===== src/rtl/servo_pkg.sv =====
// Shared definitions for the servo AVR interface: command opcodes, limits and
// read-back FSM states, used by both the write decoder and the read-back path.
package servo_pkg;

    localparam int MAX_SERVOS = 64;
    localparam logic [7:0] ERR_BYTE = 8'hFF;

    // Write-path opcodes live here too so both directions decode from one place.
    localparam logic [1:0] OP_WRITE     = 2'b00;
    localparam logic [1:0] OP_WRITE_ALT = 2'b10;
    localparam logic [1:0] OP_READ      = 2'b01;
    localparam logic [1:0] OP_BURST     = 2'b11;

    typedef logic [5:0] index_t;

    typedef enum logic [1:0] {
        IDLE   = 2'd0,
        SINGLE = 2'd1,
        BURST  = 2'd2
    } state_t;

    function automatic logic [1:0] cmd_op(input logic [7:0] cmd);
        return cmd[7:6];
    endfunction

    function automatic index_t cmd_idx(input logic [7:0] cmd);
        return cmd[5:0];
    endfunction

endpackage


===== src/rtl/servo_pos_mux.sv =====
// Combinational byte selector: picks servo [idx] from a flat 8*NUM_SERVOS
// position vector and flags indices beyond the configured servo count.
module servo_pos_mux
    import servo_pkg::*;
#(
    parameter int NUM_SERVOS = 1
) (
    input  logic [8*NUM_SERVOS-1:0] pos_vec,
    input  logic [5:0]              idx,
    output logic [7:0]              pos,
    output logic                    out_of_range
);

    assign out_of_range = ({1'b0, idx} >= 7'(NUM_SERVOS));

    // NOTE: pos gets a default before the loop so no path leaves it unassigned,
    // which would otherwise infer a latch.
    always_comb begin
        pos = ERR_BYTE;
        for (int i = 0; i < NUM_SERVOS; i++) begin
            if (idx == 6'(i)) pos = pos_vec[8*i +: 8];
        end
    end

endmodule


===== src/rtl/servo_readback.sv =====
// SPI read-back responder returning latched servo positions to the AVR.
// Optional macro SERVO_READBACK_SNAPSHOT_EN: replies come from a copy taken at command time.
module servo_readback
    import servo_pkg::*;
#(
    parameter int NUM_SERVOS = 1
) (
    input  logic                    clk,
    input  logic                    rst,
    input  logic                    spi_ss,
    input  logic [7:0]              rx_data,
    input  logic                    rx_valid,
    input  logic [8*NUM_SERVOS-1:0] output_buffer,
    input  logic                    err_clr,
    output logic [7:0]              tx_data,
    output logic                    tx_load,
    output logic                    busy,
    output logic                    err
);

    if (NUM_SERVOS < 1 || NUM_SERVOS > MAX_SERVOS) begin : g_bad_param
        $error("servo_readback: NUM_SERVOS out of range 1..64");
    end

    state_t                  state_q, state_d;
    index_t                  index_q, index_d;
    index_t                  sel_idx, burst_next;
    logic [7:0]              mux_pos, data_d;
    logic                    mux_oor, load_d, accept, err_set;
    logic [8*NUM_SERVOS-1:0] mux_vec;

    assign burst_next = (index_q == 6'(NUM_SERVOS - 1)) ? '0 : index_q + 6'd1;
    assign accept     = !spi_ss && rx_valid && (state_q != BURST) &&
                        ((cmd_op(rx_data) == OP_READ) || (cmd_op(rx_data) == OP_BURST));
    assign sel_idx    = (state_q == BURST) ? burst_next : cmd_idx(rx_data);

`ifdef SERVO_READBACK_SNAPSHOT_EN
    logic [8*NUM_SERVOS-1:0] shadow_q;

    always_ff @(posedge clk or posedge rst) begin
        if (rst)         shadow_q <= '0;
        else if (accept) shadow_q <= output_buffer;
    end

    // The command cycle reads live data, matching what lands in the shadow.
    assign mux_vec = accept ? output_buffer : shadow_q;
`else
    assign mux_vec = output_buffer;
`endif

    servo_pos_mux #(.NUM_SERVOS(NUM_SERVOS)) u_pos_mux (
        .pos_vec      (mux_vec),
        .idx          (sel_idx),
        .pos          (mux_pos),
        .out_of_range (mux_oor)
    );

    always_comb begin
        state_d = state_q;
        index_d = index_q;
        data_d  = tx_data;
        load_d  = 1'b0;
        err_set = 1'b0;
        if (spi_ss) begin
            state_d = IDLE;
        end else if (rx_valid) begin
            if (state_q == BURST) begin
                index_d = burst_next;
                data_d  = mux_pos;
                load_d  = 1'b1;
            end else begin
                state_d = IDLE;
                if (accept) begin
                    load_d = 1'b1;
                    if (mux_oor) begin
                        data_d  = ERR_BYTE;
                        err_set = 1'b1;
                    end else begin
                        data_d  = mux_pos;
                        index_d = sel_idx;
                        state_d = (cmd_op(rx_data) == OP_READ) ? SINGLE : BURST;
                    end
                end
            end
        end
    end

    // NOTE: all state updates use non-blocking assignments so every register
    // samples the pre-edge values regardless of statement order.
    always_ff @(posedge clk or posedge rst) begin
        if (rst) begin
            state_q <= IDLE;
            index_q <= '0;
            tx_data <= 8'h00;
            tx_load <= 1'b0;
            err     <= 1'b0;
        end else begin
            state_q <= state_d;
            index_q <= index_d;
            tx_data <= data_d;
            tx_load <= load_d;
            if (err_set)      err <= 1'b1;
            else if (err_clr) err <= 1'b0;
        end
    end

    assign busy = (state_q != IDLE);

endmodule


===== config.mk =====
export PLATFORM = sky130hd
export DESIGN_NAME = servo_readback
export DESIGN_NICKNAME = d
export VERILOG_FILES = /design/src/rtl/servo_pkg.sv /design/src/rtl/servo_pos_mux.sv /design/src/rtl/servo_readback.sv
export SDC_FILE = /design/constraint.sdc
export NUM_CORES = 1
export LEC_CHECK = 0
export BUFFER_PORTS_ARGS = -buffer_cell sky130_fd_sc_hd__buf_4
export CORE_MARGIN = 1
export CORE_UTILIZATION = 53
export DETAILED_ROUTE_END_ITERATION = 7
export PLACE_DENSITY = 0.8
export SLEW_MARGIN = 15
export SYNTH_ARGS = -nofsm -noshare
export SYNTH_HDL_FRONTEND = slang
export SYNTH_HIERARCHICAL = 1
export SYNTH_SLANG_ARGS = --single-unit

===== constraint.sdc =====
create_clock -name clk -period 6.5 [get_ports clk]
set_input_delay 0.65 -clock clk [delete_from_list [all_inputs] [get_ports clk]]
set_output_delay 0.65 -clock clk [all_outputs]
set_load 0.005 [all_outputs]

After elaboration in Yosys (flattened, before gate mapping)

Index checks and enable logic that the tools add are counted.

Register bits: 18
Output and inout port bits: 11

Bitwise gates (word level): 1
Add/sub/neg operators: 1
Magnitude comparators: 1
Equality and inequality tests: 6
Reductions and logical operators: 14
Mux-type cells: 26

Operators with widths:

| cell                                                | count |
|---|---|
| 2-to-1 mux 8 bit                                    | 4 |
| 2-to-1 mux 6 bit                                    | 5 |
| zero test 6 bit                                     | 2 |
| 2-to-1 mux 2 bit                                    | 6 |
| 2-to-1 mux 1 bit                                    | 11 |
| nonzero test 2 bit                                  | 4 |
| adder 6 x 1 -> 6 bit, second input constant         | 1 |
| >= comparator 6 x 1 -> 1 bit, second input constant | 1 |
| equality test 2 bit, second input constant          | 2 |
| != test 2 bit, second input constant                | 2 |
| AND reduction 4 bit                                 | 1 |
| logical AND 1 bit                                   | 3 |
| AND reduction 3 bit                                 | 1 |
| equality test 2 x 1 -> 1 bit, second input constant | 1 |
| != test 2 x 1 -> 1 bit, second input constant       | 1 |
| AND reduction 2 bit                                 | 1 |
| zero test 1 bit                                     | 1 |
| logical OR 1 bit                                    | 1 |
| NOT 1 bit                                           | 1 |

Depth between registers and ports, before layout

Gate-level depths: netlist of run 1.

Word-level depth: 10
Mapped depth: 13

Modules after synthesis

Netlist of run 1, hierarchy kept.

Modules (own cells, without submodules):

| module         | cells each | area each (µm²) | sequential area each (µm²) | instances |
|---|---|---|---|---|
| servo_readback | 93         | 935.9           | 450.4                      | 1 |
| servo_pos_mux  | 11         | 88.8            | 0.0                        | 1 |

Worst setup path after synthesis of run 1

Ideal clock, no wire load.

Kind: register to register
From: reg index_q[0]
To: reg tx_data[0]
Buffers on the path: 1
Required time: 6.379 ns
Setup slack: 3.834 ns
Arrival time: 2.545 ns
Stages on the path, launching flop included: 12
Path through: dfrtp_1 -> inv_1 -> ha_1 -> or4b_4 -> o211ai_2 -> nand2_1 -> nor4_4 -> nand2_1 -> nor2b_1 -> o21ai_2 -> buf_2 -> o22a_1

RTL lines:

| item                                                    | line                  | text |
|---|---|---|
| from (decl)                                             | servo_readback.sv:26  | `index_t index_q, index_d;` |
| from (signal assigned)                                  | servo_readback.sv:99  | `index_q <= index_d;` |
| adder 6 x 1 -> 6 bit or zero test 6 bit (tied branches) | servo_readback.sv:32  | `assign burst_next = (index_q == 6'(NUM_SERVOS - 1)) ? '0 : index_q + 6'd1;` |
| 2-to-1 mux 6 bit (*)                                    | servo_readback.sv:32  |  |
| 2-to-1 mux 6 bit (*)                                    | servo_readback.sv:35  | `assign sel_idx = (state_q == BURST) ? burst_next : cmd_idx(rx_data);` |
| named net sel_idx[0]                                    | servo_readback.sv:27  | `index_t sel_idx, burst_next;` |
| >= comparator 6 x 1 -> 1 bit (*)                        | servo_pos_mux.sv:14   | `assign out_of_range = ({1'b0, idx} >= 7'(NUM_SERVOS));` |
| named net mux_oor                                       | servo_readback.sv:29  | `logic mux_oor, load_d, accept, err_set;` |
| 2-to-1 mux 8 bit (*)                                    | servo_readback.sv:75  | `if (mux_oor) begin` |
| 2-to-1 mux 8 bit (*)                                    | servo_readback.sv:73  | `if (accept) begin` |
| 2-to-1 mux 8 bit (*)                                    | servo_readback.sv:67  | `if (state_q == BURST) begin` |
| to (signal assigned)                                    | servo_readback.sv:100 | `tx_data <= data_d;` |
| to (decl)                                               | servo_readback.sv:15  | `output logic [7:0] tx_data,` |

The timed path passes the listed nets; every way through them passes the cells marked *. The select of a mux whose other input is x is not followed.
A chain may end at the register's enable or synchronous reset.

Final worst setup path of run 1

From: reg index_q[0]
To: reg index_q[2]

Word-level cells in the longest chain between the ends: 6

RTL lines:

| item                                                    | line |
|---|---|
| adder 6 x 1 -> 6 bit or zero test 6 bit (tied branches) | servo_readback.sv:32 |
| 2-to-1 mux 6 bit (*)                                    | servo_readback.sv:32 |
| 2-to-1 mux 6 bit (*)                                    | servo_readback.sv:35 |
| named net sel_idx[2]                                    | servo_readback.sv:27 |
| >= comparator 6 x 1 -> 1 bit (*)                        | servo_pos_mux.sv:14 |
| named net mux_oor                                       | servo_readback.sv:29 |
| != test 2 x 1 -> 1 bit (no source line) (*)             | - |
| AND reduction 4 bit (no source line) (*)                | - |

Marked as above.

==> metrics, run 1 <==
main combinational cell family by area after synthesis=compound AO/OA/AOI/OAI gates; vias per cell=5.52; crit path DAT=3.27 ns; Compound-Gate Fraction of Synth Area=22.0%; CTS tree=yes; Worst path slowest cell=nor2_1; synthesized net count=127; Period Utilization, post-route=47.9%; Setup Crit Path Kind=reg2reg; Port Buf Inserts=31; die width=46.0 µm; P&R area growth vs syn=27.4%; mux contribution to synthesized area=3.30%; type of origin of the critical path=flip-flop; largest net degree at the start of global routing=20; DRC=0; Post-synth top flop=dfrtp_1; post-CTS sizing=0; clock sinks=18; Finished Core Util=74.0%; #FFs+latches synth=18; detailed placement HPWL=1560 µm; Final WS setup=3.39 ns; area of the multi-input gates=528 µm²; Leakage=0.550 nW; most frequent cells in the layout=31 x buf_4, 18 x dfrtp_1, 9 x o22a_1, 8 x a21oi_1, 8 x nand3b_1; Min Clock Period, post-route=3.11 ns; number of top-level pins=32; initial antenna violation count=0; gr usage total=22.6%; cts hold-fix bufs=0; DRT iter0 DRCs=13; most common cell after layout, fill and taps aside=buf_4; max_cap viols=0; setup TNS=0 ns; nets=159; Post-Route WL=2110 µm; synth warn=6; final clock skew=0.000369 ns; crit-path cells=inv_1 -> ha_1 -> or4b_4 -> nand2_1 -> mux2_2 -> o21ai_0 -> nor2_1 -> nand2_1 -> nor2b_1 -> o21ai_2 -> o21ai_0 -> o21ai_0; post-CTS setup repair buffer count=0; worst slew pin tran=0.963 ns; CP Capture Type=flip-flop; asr flop ratio synth=100%; Post-Synth XOR/XNOR Area=2.56%; root buffer cell=clkbuf_4; Crit path largest cell delay=0.49 ns; vias in the first global route=827; Placeable Area=0.00176 mm²; RSZ-0062 raised after global routing=no; outcome=finished clean; Max Freq=0.321 GHz; final hold violations=0; PD cells=170 mW/mm²; R2R cell count=12; Top cell by count, worst path=o21ai_0; DRT Pass-1 Iters=5; via count=883; largest cells by area after synthesis=dfrtp_1 44%, o22a_1 7.7%, nand3b_1 5.9%; RD Place Congestion=0.868; clock buffer depth=2; TritonCTS Buffers=3; Syn Area/Cell=9.85 µm²; clock slew at reported path FFs=0.11 ns; Core Rows=15; Synth area leader=dfrtp_1; Crit Path Max Fanout=19; global-route wire length before repair=3420 µm; # diodes=0; worst slack, placed=3.42 ns; Final setup viols=0; number of synthesized flops with an enable pin=0; Max VDD drop=0.160 mV; synth unique cells=30; die height=46.0 µm; area share of the largest cell type after synthesis=44.0%; Total Power=0.222 mW; sequential share of the synthesized area=44.0%; Slew HR=35.6%; fraction of final layout cells sized beyond drive strength 1=33.3%; simple-gate share of the synthesized area=21.2%; # fillers=149; Hold Crit Class=in2async; Initial Util=58.1%; worst-skew pair later-pin latency=0.29 ns; Remaining Overflow, GRT=0; Synth Cell Area=0.00102 mm²; CTS H-tree lvls=1; antenna viol nets, final=0; Adder-Cell Fraction of Synth Area=2.44%; flip-flop and latch area=450 µm²; worst path required time=6.66 ns; Post-Synthesis Cells=104; die area=0.00211 mm²; Wirelength per Cell=13.2 µm; Pins Over Slew Limit=0
registers in the layout (all words and copies together), names as in the netlist:
signal   flops
index_q      6
err          1
tx_data      8
state_q      2
tx_load      1
per-layer routing:
metal  routed length (µm)  track usage, %
met5                    0               0
met4                   27            8.82
met3                   72            2.38
met2                 1040            39.4
met1                  969            28.0
logic make-up after synthesis:
| family | Yosys count |
|---|---|
| AOI/OAI and AO/OA | 31 |
| DFF | 18 |
| xor gates and xnor gates | 3 |
| buffers and inverters | 11 |
| and+or+nand+nor | 36 |
| muxes | 3 |
| adders and majority gates | 2 |
through the flow:
step           cell area [µm²]  hold WS [ns]  cells
4_1_cts                   1310         0.467    160
2_1_floorplan             1020         0.484    104
6_report                  1310         0.447    160
5_1_grt                   1310         0.493    160
3_3_place_gp              1270         0.480    156
3_5_place_dp              1270         0.479    156
cells in the mapped netlist, drive strengths merged (2+ instances only):
| cell type | number |
|---|---|
| nand2 | 7 |
| nor2b | 3 |
| o22a | 10 |
| dfrtp | 18 |
| nand3b | 8 |
| and3 | 2 |
| o22ai | 2 |
| mux2 | 3 |
| a31oi | 2 |
| a21oi | 8 |
| inv | 7 |
| buf | 4 |
| o21ai | 4 |
| nor2 | 7 |
| ha | 2 |
| nand3 | 4 |
| xnor2 | 3 |
area by class of cell:
cell class | count | share of cell area [%]
clock buffers | 4 | 2.78
inverters | 7 | 2.01
multi-input cells | 75 | 40.5
flip-flops and latches | 18 | 34.5
well taps | 25 | 2.40
repair buffers | 31 | 17.8
report_power, final:
group	internal (mW)	switching, mW
logic	0.0172	0.0133
registers	0.116	0.00499
clock network	0.0342	0.0363
total	0.167	0.0546
final timing paths:
check                           start          to  slack, ns
min in group clk           tx_data[2]  tx_data[2]       0.51
max in group asynchronous         rst  index_q[3]       5.63
max                        index_q[0]  index_q[2]       3.39
max reg2reg                index_q[0]  index_q[2]       3.39
min                               rst  tx_data[4]       0.45
min reg2reg                tx_data[2]  tx_data[2]       0.51
critical path: cells and delay by family (launching register included):
family | cells | cell delay [ns]
mux | 1 | 0.14
buf+inv | 1 | 0.10
compound gates | 4 | 0.68
flops | 1 | 0.43
fa+ha+maj | 1 | 0.14
simple gates | 5 | 1.48
Note: power is estimated with default switching activity, not from simulation.
==> run 2, diff against run 1 <==
--- a/config.mk
+++ b/config.mk
@@ -7,9 +7,9 @@
 export LEC_CHECK = 0
 export BUFFER_PORTS_ARGS = -buffer_cell sky130_fd_sc_hd__buf_4
 export CORE_MARGIN = 1
-export CORE_UTILIZATION = 53
+export CORE_UTILIZATION = 45
 export DETAILED_ROUTE_END_ITERATION = 7
-export PLACE_DENSITY = 0.8
+export PLACE_DENSITY = 0.72
 export SLEW_MARGIN = 15
 export SYNTH_ARGS = -nofsm -noshare
 export SYNTH_HDL_FRONTEND = slang
==> constraint.sdc (replaced) <==
create_clock -name clk -period 2.75 [get_ports clk]
set_input_delay 0.275 -clock clk [delete_from_list [all_inputs] [get_ports clk]]
set_output_delay 0.275 -clock clk [all_outputs]
set_load 0.005 [all_outputs]
==> run 2 against run 1 <==
  * First-iteration DRC count grew 69%
  * Worst hold slack got worse by 0.37 ns
  * Sequential power grew 140%
  * Count of clock-buffer cells in the layout decreased by 1
  * Critical path type unchanged
==> metrics, run 2 (synthesis gave the netlist of run 1 again) <==
CTS tree=yes (unchanged); final hold violations=0 (unchanged); Leakage=0.574 nW (was 0.550 nW); clock buffer depth=2 (unchanged); worst-skew pair later-pin latency=0.29 ns (about the same); die width=49.7 µm (was 46.0 µm); launch point of the worst path=index_q[0] (unchanged); global-route wire length before repair=3860 µm (was 3420 µm); most common cell after layout, fill and taps aside=buf_4 (unchanged); CP Capture Type=flip-flop (unchanged); clock slew at reported path FFs=0.10 ns (was 0.11 ns); PD cells=365 mW/mm² (was 170 mW/mm²); cts hold-fix bufs=0 (unchanged); number of top-level pins=32 (unchanged); Top cell by count, worst path=o21ai_0 (unchanged); RD Place Congestion=0.860 (was 0.868); largest net degree at the start of global routing=20 (unchanged); Placeable Area=0.00204 mm² (was 0.00176 mm²); Wirelength per Cell=14.3 µm (was 13.2 µm); Post-Route WL=2390 µm (was 2110 µm); final clock skew=0.00534 ns (was 0.000369 ns); initial antenna violation count=0 (unchanged); Core Rows=16 (was 15); Min Clock Period, post-route=2.59 ns (was 3.11 ns); Max Freq=0.387 GHz (was 0.321 GHz); Worst path slowest cell=or4b_4 (was nor2_1); top flop regs=tx_data (8), index_q (6), state_q (2) (unchanged); gr usage total=20.7% (was 22.6%); Largest register FFs=8 (unchanged); P&R area growth vs syn=32.5% (was 27.4%); Max VDD drop=0.285 mV (was 0.160 mV); Port Buf Inserts=31 (unchanged); Hold Crit Class=in2async (unchanged); Crit path largest cell delay=0.47 ns (was 0.49 ns); Final setup viols=0 (unchanged); outcome=finished clean (unchanged); post-CTS sizing=0 (unchanged); crit path DAT=2.75 ns (was 3.27 ns); Remaining Overflow, GRT=0 (unchanged); DRT Pass-1 Iters=4 (was 5); worst slack, placed=0.0800 ns (was 3.42 ns); antenna viol nets, final=0 (unchanged); CTS H-tree lvls=1 (unchanged); R2R setup slack=0.16 ns (was 3.39 ns); crit-path cells=inv_1 -> ha_1 -> or4b_4 -> o211ai_2 -> nand2_1 -> nor4_4 -> nand2_2 -> nor2b_4 -> o21ai_4 -> o21ai_0 -> o21ai_0 (was inv_1 -> ha_1 -> or4b_4 -> nand2_1 -> mux2_2 -> o21ai_0 -> nor2_1 -> nand2_1 -> nor2b_1 -> o21ai_2 -> o21ai_0 -> o21ai_0); Setup crit end=index_q[2] (unchanged); Final Non-Filler Cells=167 (was 160); R2R cell count=11 (was 12); # diodes=0 (unchanged); worst slew pin tran=0.681 ns (was 0.963 ns); placed cells=163 (was 156); WHS=0.0790 ns (was 0.447 ns); Slew HR=54.6% (was 35.6%); worst path required time=2.91 ns (was 6.66 ns); Period Utilization, post-route=94.0% (was 47.9%); Final WS setup=0.164 ns (was 3.39 ns); post-CTS setup repair buffer count=0 (unchanged); via count=939 (was 883); DRT iter0 DRCs=22 (was 13); max_cap viols=0 (unchanged); Setup Crit Path Kind=reg2reg (unchanged); clock sinks=18 (unchanged); Critical R2R Launch=index_q[0] (unchanged); type of origin of the critical path=flip-flop (unchanged); TritonCTS Buffers=3 (unchanged); Largest Register=tx_data (unchanged); die height=49.7 µm (was 46.0 µm); vias per cell=5.62 (was 5.52); DRC=0 (unchanged); vias in the first global route=891 (was 827); die area=0.00247 mm² (was 0.00211 mm²); FF-to-FF End=index_q[2] (unchanged); Finished Core Util=66.5% (was 74.0%); Crit Path Max Fanout=10 (was 19); nets=165 (was 159); fraction of final layout cells sized beyond drive strength 1=37.1% (was 33.3%); root buffer cell=clkbuf_4 (unchanged); most frequent cells in the layout=36 x buf_4, 18 x dfrtp_1, 9 x o22a_1, 8 x a21oi_1, 8 x nand3b_1 (was 31 x buf_4, 18 x dfrtp_1, 9 x o22a_1, 8 x a21oi_1, 8 x nand3b_1); Pins Over Slew Limit=0 (unchanged); detailed placement HPWL=1640 µm (was 1560 µm); Initial Util=50.2% (was 58.1%)
[run 2: area by class of cell]
class                      instances  area, µm²
multi-input combinational         76        554
inverter                           7       26.3
clock buffer                       3       22.5
tap                               27       33.8
sequential                        18        450
fill                             176        684
timing repair buffer              36        270
[run 2: critical path, delay by kind of cell (launching register included)]
kind	cells	cell delay [ns]
fa+ha+maj	1	0.15
buf+inv	1	0.11
flops	1	0.43
simple gates	5	1.20
compound gates	4	0.57
[run 2: how the worst min path moves through the flow]
stage	slack, ns	end	from	cells after the start
CTS	0.12	tx_data[2]	rst	2
finish	0.08	tx_data[7]	rst	2
floorplan	0.21	err	rst	1
global route	0.14	tx_data[3]	rst	2
global placement	0.42	tx_data[2]	rst	2
detailed placement	0.44	err	rst	2
[run 2: report_power, final]
part           switching (mW)  internal (mW)
sequential             0.0115          0.274
clock                  0.0806         0.0509
combinational          0.0349         0.0441
total                   0.127          0.369
[run 2: metrics by stage]
| stage | setup TNS, ns | power (mW) | instance area [µm²] |
|---|---|---|---|
| after floorplan | 0 | 0.328 | 1020 |
| after global placement | 0 | 0.364 | 1310 |
| after detailed placement | 0 | 0.368 | 1310 |
| after CTS | 0 | 0.495 | 1330 |
| after global routing | -0.0180 | 0.520 | 1360 |
| final | 0 | 0.496 | 1360 |
[run 2: per-layer routing]
layer / global-route usage (%) / vias to the layer above / share of wire, %
li1: - / 455 / -
met1: 27.1 / 444 / 46
met2: 33.6 / 34 / 48
met3: 3.40 / 6 / 4.9
met4: 8.57 / 0 / 1.6
met5: 0 / - / 0
==> run 3, diff against run 2 <==
--- a/config.mk
+++ b/config.mk
@@ -5,11 +5,13 @@
 export SDC_FILE = /design/constraint.sdc
 export NUM_CORES = 1
 export LEC_CHECK = 0
+export ABC_CLOCK_PERIOD_IN_PS = 2750
 export BUFFER_PORTS_ARGS = -buffer_cell sky130_fd_sc_hd__buf_4
 export CORE_MARGIN = 1
 export CORE_UTILIZATION = 45
 export DETAILED_ROUTE_END_ITERATION = 7
 export PLACE_DENSITY = 0.72
+export RECOVER_POWER = 50
 export SLEW_MARGIN = 15
 export SYNTH_ARGS = -nofsm -noshare
 export SYNTH_HDL_FRONTEND = slang
==> run 3 against run 2 <==
  * Non-clock buffer count did not move
  * Setup slack lost 0.0055 ns
  * Register-to-register slack is essentially flat
  * Critical path depth is the same
  * Utilization stayed put
  * Power fell by 0.49%
  * Global-route usage did not move
  * Via count decreased by 1.8%
  * Die area stayed put
  * Sequential power about the same
  * Cell area unchanged
  * Count of clock-buffer cells in the layout is the same
  * Largest cell class unchanged
==> metrics, run 3 (synthesis gave the netlist of run 1 again) <==
Comb power frac=15.9% (about the same); die area=0.00247 mm² (unchanged); DRT Pass-1 Iters=4 (unchanged); WHS=0.0837 ns (was 0.0790 ns); worst path required time=2.91 ns (about the same); antenna viol nets, final=0 (unchanged); Flop pwr share=57.8% (was 57.6%); max_cap viols=0 (unchanged); CP top delay family=simple AND/OR/NAND/NOR gates (unchanged); vias per cell=5.52 (was 5.62); worst slew pin tran=0.682 ns (was 0.681 ns); Remaining Overflow, GRT=0 (unchanged); most common cell after layout, fill and taps aside=buf_4 (unchanged); die width=49.7 µm (unchanged); RD Place Congestion=0.860 (unchanged); Setup crit end=index_q[2] (unchanged); Max VDD drop=0.281 mV (was 0.285 mV); vias in the first global route=891 (unchanged); Initial Util=50.2% (unchanged); most frequent cells in the layout=30 x buf_4, 18 x dfrtp_1, 9 x o22a_1, 9 x clkbuf_4 (was 36 x buf_4, 18 x dfrtp_1, 9 x o22a_1, 8 x a21oi_1, 8 x nand3b_1); outcome=finished clean (unchanged); initial antenna violation count=0 (unchanged); PD cells=363 mW/mm² (was 365 mW/mm²); P&R area growth vs syn=32.5% (unchanged); CTS tree=yes (unchanged); largest net degree at the start of global routing=20 (unchanged); Top cell by count, worst path=o21ai_0 (unchanged); Period Utilization, post-route=94.2% (was 94.0%); Wirelength per Cell=14.1 µm (was 14.3 µm); CP bufs+invs=1 (unchanged); global-route wire length before repair=3860 µm (unchanged); launch point of the worst path=index_q[0] (unchanged); Worst path slowest cell=or4b_4 (unchanged); gr usage total=20.7% (unchanged); Leakage=0.574 nW (about the same); clock share of power=26.3% (was 26.5%); root buffer cell=clkbuf_4 (unchanged); Pins Over Slew Limit=0 (unchanged); worst slack, placed=0.0800 ns (unchanged); CTS H-tree lvls=1 (unchanged); Core Rows=16 (unchanged); clock slew at reported path FFs=0.10 ns (about the same); Critical R2R Launch=index_q[0] (unchanged); FF-to-FF End=index_q[2] (unchanged); Final setup viols=0 (unchanged); Setup Crit Path Kind=reg2reg (unchanged); clock buffer depth=2 (unchanged); internal power=0.369 mW (about the same); # diodes=0 (unchanged); net switching fraction of the power=25.3% (was 25.6%); clock sinks=18 (unchanged); R2R setup slack=0.16 ns (about the same); Max Freq=0.386 GHz (was 0.387 GHz); CP Capture Type=flip-flop (unchanged); DRT iter0 DRCs=22 (unchanged); R2R cell count=11 (unchanged); final clock skew=0.00369 ns (was 0.00534 ns); Crit Path Max Fanout=10 (unchanged); crit path DAT=2.75 ns (about the same); Largest Register=tx_data (unchanged); number of cells on the critical path=11 (unchanged); Total Power=0.493 mW (was 0.496 mW); type of origin of the critical path=flip-flop (unchanged); worst-skew pair later-pin latency=0.29 ns (about the same); Finished Core Util=66.5% (unchanged); Psw=0.125 mW (was 0.127 mW); Crit path largest cell delay=0.47 ns (about the same); cts hold-fix bufs=0 (unchanged); fraction of final layout cells sized beyond drive strength 1=37.1% (unchanged); Min Clock Period, post-route=2.59 ns (about the same); TritonCTS Buffers=3 (unchanged); DRC=0 (unchanged); Largest register FFs=8 (unchanged); via count=922 (was 939); crit-path cells=inv_1 -> ha_1 -> or4b_4 -> o211ai_2 -> nand2_1 -> nor4_4 -> nand2_2 -> nor2b_4 -> o21ai_4 -> o21ai_0 -> o21ai_0 (unchanged); setup TNS=0 ns (unchanged); final hold violations=0 (unchanged); detailed placement HPWL=1640 µm (unchanged); Hold Crit Class=in2async (unchanged); Placeable Area=0.00204 mm² (unchanged); Post-Route WL=2350 µm (was 2390 µm); number of top-level pins=32 (unchanged); top flop regs=tx_data (8), index_q (6), state_q (2) (unchanged); die height=49.7 µm (unchanged); nets=165 (unchanged); Port Buf Inserts=31 (unchanged); Slew HR=54.5% (was 54.6%); Final WS setup=0.158 ns (was 0.164 ns)
run 3: cell types whose count changed in the layout (fill, tap and decap cells not counted), sizes merged:
cell    delta
buf        -6
clkbuf     +6
run 3: area by class of cell:
cell class | count | area (µm²)
well taps | 27 | 33.8
clock buffers | 3 | 22.5
multi-input cells | 76 | 554
fillers | 176 | 684
flip-flops and latches | 18 | 450
repair buffers | 36 | 270
inverters | 7 | 26.3
run 3: layer usage:
layer / up-vias / track usage [%] / share of wire [%]
met4: 0 / 8.57 / 1.6
met2: 27 / 33.6 / 49
met5: - / 0 / 0
met1: 434 / 27.1 / 46
met3: 6 / 3.40 / 4.0
li1: 455 / - / -
run 3: stage by stage:
stage / cell area, µm² / std cells
floorplan: 1020 / 104
global placement: 1310 / 163
detailed placement: 1310 / 163
CTS: 1330 / 166
global route: 1360 / 167
finish: 1360 / 167
run 3: power by group through the flow:
stage / clock (mW) / combinational (mW) / sequential [mW]
floorplan: 0 / 0.0403 / 0.288
global placement: 0 / 0.0753 / 0.289
detailed placement: 0 / 0.0777 / 0.290
CTS: 0.133 / 0.0779 / 0.285
global route: 0.146 / 0.0874 / 0.287
finish: 0.130 / 0.0785 / 0.285
run 3: worst min-delay path by stage:
stage,start,to
floorplan,rst,err
global placement,rst,tx_data[2]
detailed placement,rst,err
CTS,rst,tx_data[2]
global route,err_clr,err
finish,rst,tx_data[7]
run 3: what timing repair did:
item	in CTS	in global routing
setup buffers	0	0
endpoints found under the setup margin	0	14
resized for setup	0	4
hold endpoints to repair	0	0
